`src/rtl/cs_key_sched_ctrl_if.sv`:
```
// rtl/cs_key_sched_ctrl_if.sv - control, fci datapath, subkey stream and read-port bundle
interface cs_key_sched_ctrl_if;
  logic          i_start;
  logic [127:0]  i_key;
  logic          i_flush;
  logic          o_ready;
  logic          o_busy;
  logic          o_done;
  logic          o_keys_valid;
  logic [63:0]   o_fci_ci;
  logic [63:0]   o_fci_iword;
  logic [63:0]   i_fci_oword;
  logic          o_sk_valid;
  logic [3:0]    o_sk_idx;
  logic [63:0]   o_sk_data;
  logic [3:0]    i_rd_idx;
  logic [63:0]   o_rd_key;

  modport master (
    output i_start, i_key, i_flush, i_fci_oword, i_rd_idx,
    input  o_ready, o_busy, o_done, o_keys_valid, o_fci_ci, o_fci_iword,
           o_sk_valid, o_sk_idx, o_sk_data, o_rd_key
  );

  modport slave (
    input  i_start, i_key, i_flush, i_fci_oword, i_rd_idx,
    output o_ready, o_busy, o_done, o_keys_valid, o_fci_ci, o_fci_iword,
           o_sk_valid, o_sk_idx, o_sk_data, o_rd_key
  );
endinterface

```
`src/rtl/cs_key_sched_ctrl.sv`:
```
// rtl/cs_key_sched_ctrl.sv - CS-Cipher key expansion sequencer driving an external fci datapath
module cs_key_sched_ctrl #(
  parameter int NSUB = 9,
  parameter logic [NSUB-1:0][63:0] C_KS = {
    64'h03c54b5a46a34465, 64'ha40e7ef6204a6230, 64'h3f967f6ebf149dac,
    64'hb700f76f73841163, 64'h3c18e6e7faadb889, 64'h21b6694ea5728708,
    64'h972ed7d635ae1716, 64'h1f855f585b013986, 64'h290d61409ceb9e8f
  }
) (
  input logic                i_clk,
  input logic                i_rst,
  cs_key_sched_ctrl_if.slave bus
);

  typedef enum logic [1:0] {S_IDLE, S_RUN, S_DONE} state_t;

  localparam logic [3:0] LAST = 4'(NSUB - 1);

  state_t       r_state;
  logic [3:0]   r_i;
  logic [63:0]  r_kprev1;
  logic [63:0]  r_kprev2;
  logic [63:0]  r_bank [NSUB];
  logic [63:0]  r_rd_key;
  logic         r_ready;
  logic         r_busy;
  logic         r_done;
  logic         r_keys_valid;

  logic         w_run;
  logic [63:0]  w_sk_data;

  assign w_run     = (r_state == S_RUN);
  assign w_sk_data = r_kprev2 ^ bus.i_fci_oword;

  assign bus.o_fci_ci     = w_run ? C_KS[r_i] : 64'd0;
  assign bus.o_fci_iword  = w_run ? r_kprev1 : 64'd0;
  assign bus.o_sk_valid   = w_run;
  assign bus.o_sk_idx     = w_run ? r_i : 4'd0;
  assign bus.o_sk_data    = w_run ? w_sk_data : 64'd0;
  assign bus.o_ready      = r_ready;
  assign bus.o_busy       = r_busy;
  assign bus.o_done       = r_done;
  assign bus.o_keys_valid = r_keys_valid;
  assign bus.o_rd_key     = r_rd_key;

  always_ff @(posedge i_clk or posedge i_rst) begin
    if (i_rst) begin
      r_state      <= S_IDLE;
      r_i          <= 4'd0;
      r_kprev1     <= 64'd0;
      r_kprev2     <= 64'd0;
      r_rd_key     <= 64'd0;
      r_ready      <= 1'b1;
      r_busy       <= 1'b0;
      r_done       <= 1'b0;
      r_keys_valid <= 1'b0;
      for (int k = 0; k < NSUB; k++) r_bank[k] <= 64'd0;
    end else begin
      // Non-blocking read: an index written on this edge still returns its old contents
      r_rd_key <= (bus.i_rd_idx <= LAST) ? r_bank[bus.i_rd_idx] : 64'd0;
      if (bus.i_flush) begin
        r_state      <= S_IDLE;
        r_i          <= 4'd0;
        r_ready      <= 1'b1;
        r_busy       <= 1'b0;
        r_done       <= 1'b0;
        r_keys_valid <= 1'b0;
      end else begin
        case (r_state)
          S_IDLE, S_DONE: begin
            r_done  <= 1'b0;
            r_ready <= 1'b1;
            r_busy  <= 1'b0;
            r_state <= S_IDLE;
            if (bus.i_start) begin
              r_kprev1     <= bus.i_key[127:64];
              r_kprev2     <= bus.i_key[63:0];
              r_i          <= 4'd0;
              r_keys_valid <= 1'b0;
              r_ready      <= 1'b0;
              r_busy       <= 1'b1;
              r_state      <= S_RUN;
            end
          end
          S_RUN: begin
            r_bank[r_i] <= w_sk_data;
            r_kprev2    <= r_kprev1;
            r_kprev1    <= w_sk_data;
            if (r_i == LAST) begin
              r_state      <= S_DONE;
              r_done       <= 1'b1;
              r_keys_valid <= 1'b1;
              r_ready      <= 1'b1;
              r_busy       <= 1'b0;
            end else begin
              r_i <= r_i + 4'd1;
            end
          end
          default: r_state <= S_IDLE;
        endcase
      end
    end
  end

endmodule
```
`src/flat_wrapper.sv`:
```
// flat-port wrapper written by rule: the top's interface ports become plain ports
module cs_key_sched_ctrl_flat 
#(
  parameter int NSUB = 9,
  parameter logic [NSUB-1:0][63:0] C_KS = {
    64'h03c54b5a46a34465, 64'ha40e7ef6204a6230, 64'h3f967f6ebf149dac,
    64'hb700f76f73841163, 64'h3c18e6e7faadb889, 64'h21b6694ea5728708,
    64'h972ed7d635ae1716, 64'h1f855f585b013986, 64'h290d61409ceb9e8f
  }
)
  (i_clk, i_rst, bus_i_start, bus_i_key, bus_i_flush, bus_i_fci_oword, bus_i_rd_idx, bus_o_ready, bus_o_busy, bus_o_done, bus_o_keys_valid, bus_o_fci_ci, bus_o_fci_iword, bus_o_sk_valid, bus_o_sk_idx, bus_o_sk_data, bus_o_rd_key);
  cs_key_sched_ctrl_if bus_i ();
  input logic i_clk;
  input logic i_rst;
  input wire logic [$bits(bus_i.i_start)-1:0] bus_i_start;
  input wire logic [$bits(bus_i.i_key)-1:0] bus_i_key;
  input wire logic [$bits(bus_i.i_flush)-1:0] bus_i_flush;
  input wire logic [$bits(bus_i.i_fci_oword)-1:0] bus_i_fci_oword;
  input wire logic [$bits(bus_i.i_rd_idx)-1:0] bus_i_rd_idx;
  output wire logic [$bits(bus_i.o_ready)-1:0] bus_o_ready;
  output wire logic [$bits(bus_i.o_busy)-1:0] bus_o_busy;
  output wire logic [$bits(bus_i.o_done)-1:0] bus_o_done;
  output wire logic [$bits(bus_i.o_keys_valid)-1:0] bus_o_keys_valid;
  output wire logic [$bits(bus_i.o_fci_ci)-1:0] bus_o_fci_ci;
  output wire logic [$bits(bus_i.o_fci_iword)-1:0] bus_o_fci_iword;
  output wire logic [$bits(bus_i.o_sk_valid)-1:0] bus_o_sk_valid;
  output wire logic [$bits(bus_i.o_sk_idx)-1:0] bus_o_sk_idx;
  output wire logic [$bits(bus_i.o_sk_data)-1:0] bus_o_sk_data;
  output wire logic [$bits(bus_i.o_rd_key)-1:0] bus_o_rd_key;
  assign bus_i.i_start = bus_i_start;
  assign bus_i.i_key = bus_i_key;
  assign bus_i.i_flush = bus_i_flush;
  assign bus_i.i_fci_oword = bus_i_fci_oword;
  assign bus_i.i_rd_idx = bus_i_rd_idx;
  assign bus_o_ready = bus_i.o_ready;
  assign bus_o_busy = bus_i.o_busy;
  assign bus_o_done = bus_i.o_done;
  assign bus_o_keys_valid = bus_i.o_keys_valid;
  assign bus_o_fci_ci = bus_i.o_fci_ci;
  assign bus_o_fci_iword = bus_i.o_fci_iword;
  assign bus_o_sk_valid = bus_i.o_sk_valid;
  assign bus_o_sk_idx = bus_i.o_sk_idx;
  assign bus_o_sk_data = bus_i.o_sk_data;
  assign bus_o_rd_key = bus_i.o_rd_key;
  cs_key_sched_ctrl #(.NSUB(NSUB), .C_KS(C_KS)) u_core (.i_clk(i_clk), .i_rst(i_rst), .bus(bus_i));
endmodule
```
`config.mk`:
```
export PLATFORM = sky130hd
export DESIGN_NAME = cs_key_sched_ctrl_flat
export DESIGN_NICKNAME = d
export VERILOG_FILES = /design/src/rtl/cs_key_sched_ctrl_if.sv /design/src/rtl/cs_key_sched_ctrl.sv /design/src/flat_wrapper.sv
export SDC_FILE = /design/constraint.sdc
export NUM_CORES = 2
export LEC_CHECK = 0
export BUFFER_PORTS_ARGS = -buffer_cell sky130_fd_sc_hd__buf_2
export CAP_MARGIN = 20
export CORE_MARGIN = 2
export CORE_UTILIZATION = 34
export DETAILED_ROUTE_END_ITERATION = 8
export PLACE_DENSITY_LB_ADDON = 0.3
export SLEW_MARGIN = 10
export SYNTH_ARGS = -nofsm -noshare
export SYNTH_HDL_FRONTEND = slang
export SYNTH_SLANG_ARGS = --single-unit
```
`constraint.sdc`:
```
create_clock -name i_clk -period 35.9 [get_ports i_clk]
set_input_delay 1.795 -clock i_clk [delete_from_list [all_inputs] [get_ports i_clk]]
set_output_delay 1.795 -clock i_clk [all_outputs]
set_load 0.03 [all_outputs]
```
==> flow_results.xml <==
<?xml version="1.0" encoding="UTF-8"?>
<metrics>
  <group name="status">
    <metric name="outcome" unit="">finished, final reports clean</metric>
  </group>
  <group name="placement">
    <metric name="post_place_setup_slack" unit="ns">29.38</metric>
    <metric name="dp.final_hpwl" unit="µm">59400</metric>
    <metric name="numPortBuffers" unit="">463</metric>
    <metric name="place.gp.congestion" unit="">0.790</metric>
  </group>
  <group name="clock_network">
    <metric name="cts_htree_levels" unit="">3</metric>
    <metric name="clock_tree_from_tritoncts" unit="">built</metric>
    <metric name="cts.repair_timing.setup_buffer_count" unit="">0</metric>
    <metric name="post_cts.resized_instances" unit="">0</metric>
    <metric name="worstSkewPairLatency" unit="ns">0.64</metric>
    <metric name="hold_buf_cts" unit="">0</metric>
    <metric name="ctsLongestPathBuffers" unit="">3</metric>
    <metric name="clk_root_buffer_cell" unit="">clkbuf_16</metric>
    <metric name="cts_sinks" unit="">778</metric>
    <metric name="cts_buffers" unit="">87</metric>
    <metric name="clock_edge_transition_at_the_registers_on_the_reported_setup_and_hold_paths" unit="ns">0.06</metric>
  </group>
  <group name="detailed_routing">
    <metric name="m1WireLength" unit="µm">46300</metric>
    <metric name="drt.antenna.violating_nets" unit="">0</metric>
    <metric name="drt_pre_antenna_iters" unit="">5</metric>
    <metric name="drt-wirelength-per-cell" unit="µm">18.6</metric>
    <metric name="maxUsedRoutingLayer" unit="">met5</metric>
    <metric name="detailedRoute.firstIterationViolations" unit="">1573</metric>
    <metric name="wirelength" unit="µm">98200</metric>
    <metric name="drc" unit="">0</metric>
    <metric name="vias" unit="">26055</metric>
    <metric name="met2WireLength" unit="µm">44900</metric>
    <metric name="routed_via_density" unit="">4.93</metric>
    <metric name="met3_wirelength" unit="µm">5100</metric>
  </group>
  <group name="yosys">
    <metric name="post_synthesis_net_count" unit="">3750</metric>
    <metric name="syn_area_per_cell" unit="µm²">9.73</metric>
    <metric name="synth_edf_count" unit="">0</metric>
    <metric name="synth_cell_type_count" unit="">50</metric>
    <metric name="postSynthRegisterBits" unit="">778</metric>
    <metric name="synth_async_sr_flop_share" unit="">1.00</metric>
    <metric name="syn_area" unit="mm²">0.0345</metric>
    <metric name="synthCells" unit="">3543</metric>
    <metric name="ys_warn_count" unit="">0</metric>
    <metric name="synth_flop_cell" unit="">dfrtp_1</metric>
    <metric name="synth-seq-area-share" unit="">0.565</metric>
  </group>
  <group name="timing">
    <metric name="post-route-min-period" unit="ns">5.75</metric>
    <metric name="rsz0062_at_grt" unit="">no</metric>
    <metric name="fmax" unit="MHz">174</metric>
    <metric name="final_worst_slack" unit="ns">30.15</metric>
    <metric name="clock-skew-final" unit="ns">0.0254</metric>
    <metric name="measured_slew_at_the_worst_slew_check_pin" unit="ns">1.09</metric>
    <metric name="period_share" unit="">0.160</metric>
    <metric name="drv_slew" unit="">0</metric>
    <metric name="final-hold-violation-count" unit="">0</metric>
    <metric name="setup-violations-final" unit="">0</metric>
    <metric name="setup_total_negative_slack" unit="ns">0</metric>
    <metric name="hold-worst-slack" unit="ns">0.470</metric>
    <metric name="maxSlewHeadroom" unit="">0.267</metric>
  </group>
  <group name="worst_hold_path">
    <metric name="min-delay-path-class" unit="">flip-flop to flip-flop</metric>
    <metric name="min-delay-start" unit="">u_core.r_kprev1[25]</metric>
  </group>
  <group name="finish">
    <metric name="synthToLayoutAreaGrowth" unit="%">17.7</metric>
    <metric name="layout_common_cells" unit="">777 x dfrtp_1, 618 x nand2_1, 502 x o21ai_0</metric>
    <metric name="fin_nets" unit="">4067</metric>
    <metric name="post_route_cells_drive_above_1_share" unit="">0.210</metric>
    <metric name="layout_commonest_cell" unit="">dfrtp_1</metric>
    <metric name="insertedDiodeCount" unit="">0</metric>
  </group>
  <group name="worst_setup_path">
    <metric name="setup.worst_path.start" unit="">u_core.r_state[0]</metric>
    <metric name="timing.critical_path.to_type" unit="">output pin</metric>
    <metric name="r2r_slack" unit="ns">31.72</metric>
    <metric name="worst-endpoint-required" unit="ns">34.10</metric>
    <metric name="r2r_cells" unit="">7</metric>
    <metric name="worstPathArrival" unit="ns">3.96</metric>
    <metric name="worst-path-max-fanout" unit="">49</metric>
    <metric name="crit-reg2reg-launch" unit="">u_core.r_state[0]</metric>
    <metric name="crit_type" unit="">flip-flop to output pin</metric>
    <metric name="slowest_delay" unit="ns">0.68</metric>
    <metric name="crit_path_end" unit="">bus_o_fci_ci[18]</metric>
    <metric name="r2r_end" unit="">u_core.r_kprev1[26]</metric>
    <metric name="setup.worst_path.start_class" unit="">flip-flop</metric>
    <metric name="cp_slowest_cell" unit="">buf_4</metric>
    <metric name="critical_path.cell_chain" unit="">nand2b_4, inv_2, buf_4, nand2_1, nor2_1, and2_1, buf_2</metric>
  </group>
  <group name="pwr">
    <metric name="irDropWorstVdd" unit="µV">37.1</metric>
    <metric name="p_leak" unit="nW">19.4</metric>
    <metric name="power.density_cell_area" unit="mW/mm²">57.9</metric>
  </group>
  <group name="floorplanning">
    <metric name="fp.dieH" unit="µm">322</metric>
    <metric name="core_region_area" unit="mm²">0.100</metric>
    <metric name="boundaryPins" unit="">465</metric>
    <metric name="initial_util" unit="">0.344</metric>
    <metric name="num_rows" unit="">116</metric>
    <metric name="die_area" unit="mm²">0.104</metric>
    <metric name="die_extent_in_x" unit="µm">322</metric>
  </group>
  <group name="job">
    <metric name="maxCapViolCount" unit="">0</metric>
  </group>
  <group name="global_routing">
    <metric name="antenna_violations_before_repair" unit="">3</metric>
    <metric name="grt_overflow" unit="">0</metric>
    <metric name="grt_max_degree" unit="">189</metric>
    <metric name="grt_pass1_vias" unit="">25529</metric>
    <metric name="total_routing_resource_utilization_after_global_routing" unit="">0.187</metric>
    <metric name="wire_length_of_the_first_global_routing_pass" unit="µm">152000</metric>
  </group>
</metrics>
sequential cells by signal (all words and copies together), names as in the netlist:
register                 count
u_core.bus.o_busy            1
u_core.bus.o_rd_key         64
u_core.bus.o_keys_valid      1
u_core.r_i                   4
u_core.r_bank              576
u_core.bus.o_ready           1
u_core.r_kprev1             64
u_core.r_state               2
u_core.r_kprev2             64
u_core.bus.o_done            1
metal layers:
metal / vias to the layer above / global-route usage
li1: 12770 / -
met1: 12534 / 0.262
met2: 628 / 0.301
met3: 121 / 0.0334
met4: 2 / 0.0482
met5: - / 0
worst min path at each step:
stage	endpoint	slack (ns)	cells after the start
final	u_core.r_kprev1[25]	0.47	2
after global routing	u_core.r_bank[317]	0.49	2
after CTS	u_core.r_kprev1[25]	0.48	2
after detailed placement	u_core.r_kprev1[12]	0.46	2
after global placement	u_core.r_kprev1[15]	0.45	2
after floorplan	u_core.r_kprev1[0]	0.44	2
cell type report:
class | instances | area (µm²)
fill | 10055 | 59700
sequential | 778 | 19500
multi-input combinational | 2466 | 13700
timing repair buffer | 516 | 2770
clock buffer | 131 | 2670
tap | 1357 | 1700
clock inverter | 24 | 241
inverter | 11 | 48.8
kinds of logic after synthesis:
kind of cell	synth area share
AO/OA/AOI/OAI	0.174
XOR/XNOR	0.0165
adder cells (fa/ha/maj)	0.00254
buffers and inverters	0.0416
flip-flops	0.565
multiplexers	0.0792
other	0.000109
AND/OR/NAND/NOR	0.121
power breakdown:
part / switching (W) / total [W] / leakage (nW) / internal, W
clock network: 0.000361 / 0.000901 / 1.45 / 0.000540
registers: 0.0000578 / 0.00105 / 10.3 / 0.000989
logic: 0.000269 / 0.000402 / 7.62 / 0.000133
through the flow:
step           std cells  area [µm²]  power, W  utilization
2_1_floorplan       3543       34500   0.00133            -
3_5_place_dp        5122       37600   0.00147        0.375
6_report            5283       40600   0.00235        0.404
3_3_place_gp        5121       37600   0.00146        0.375
5_1_grt             5283       40600   0.00247        0.404
4_1_cts             5277       40500   0.00238        0.404
critical path: cells and delay by family (launching register included):
kind | cells | cell delay, ns
buf+inv | 3 | 1.35
flops | 1 | 0.51
simple gates | 4 | 1.37
synthesized netlist by cell type, types with 5 or more instances:
| cell type | instances | area [µm²] |
|---|---|---|
| dfrtp_1 | 777 | 19400 |
| nand2_1 | 618 | 2320 |
| o21ai_0 | 502 | 2510 |
| a21oi_1 | 348 | 1740 |
| nor2_1 | 292 | 1100 |
| clkbuf_1 | 160 | 601 |
| mux2i_1 | 132 | 1320 |
| mux2_2 | 125 | 1410 |
| o21ai_1 | 119 | 596 |
| buf_2 | 72 | 360 |
| and2_1 | 66 | 413 |
| xnor2_1 | 65 | 569 |
| o22ai_1 | 42 | 263 |
| a221o_1 | 41 | 410 |
| buf_4 | 37 | 278 |
| o221ai_1 | 23 | 201 |
| or2_2 | 22 | 138 |
| o31a_1 | 21 | 184 |
| buf_6 | 11 | 124 |
| inv_1 | 9 | 33.8 |
| buf_1 | 8 | 30.0 |
| ha_1 | 7 | 87.6 |
| nand2b_1 | 5 | 31.3 |
Note: power is estimated with default switching activity, not from simulation.
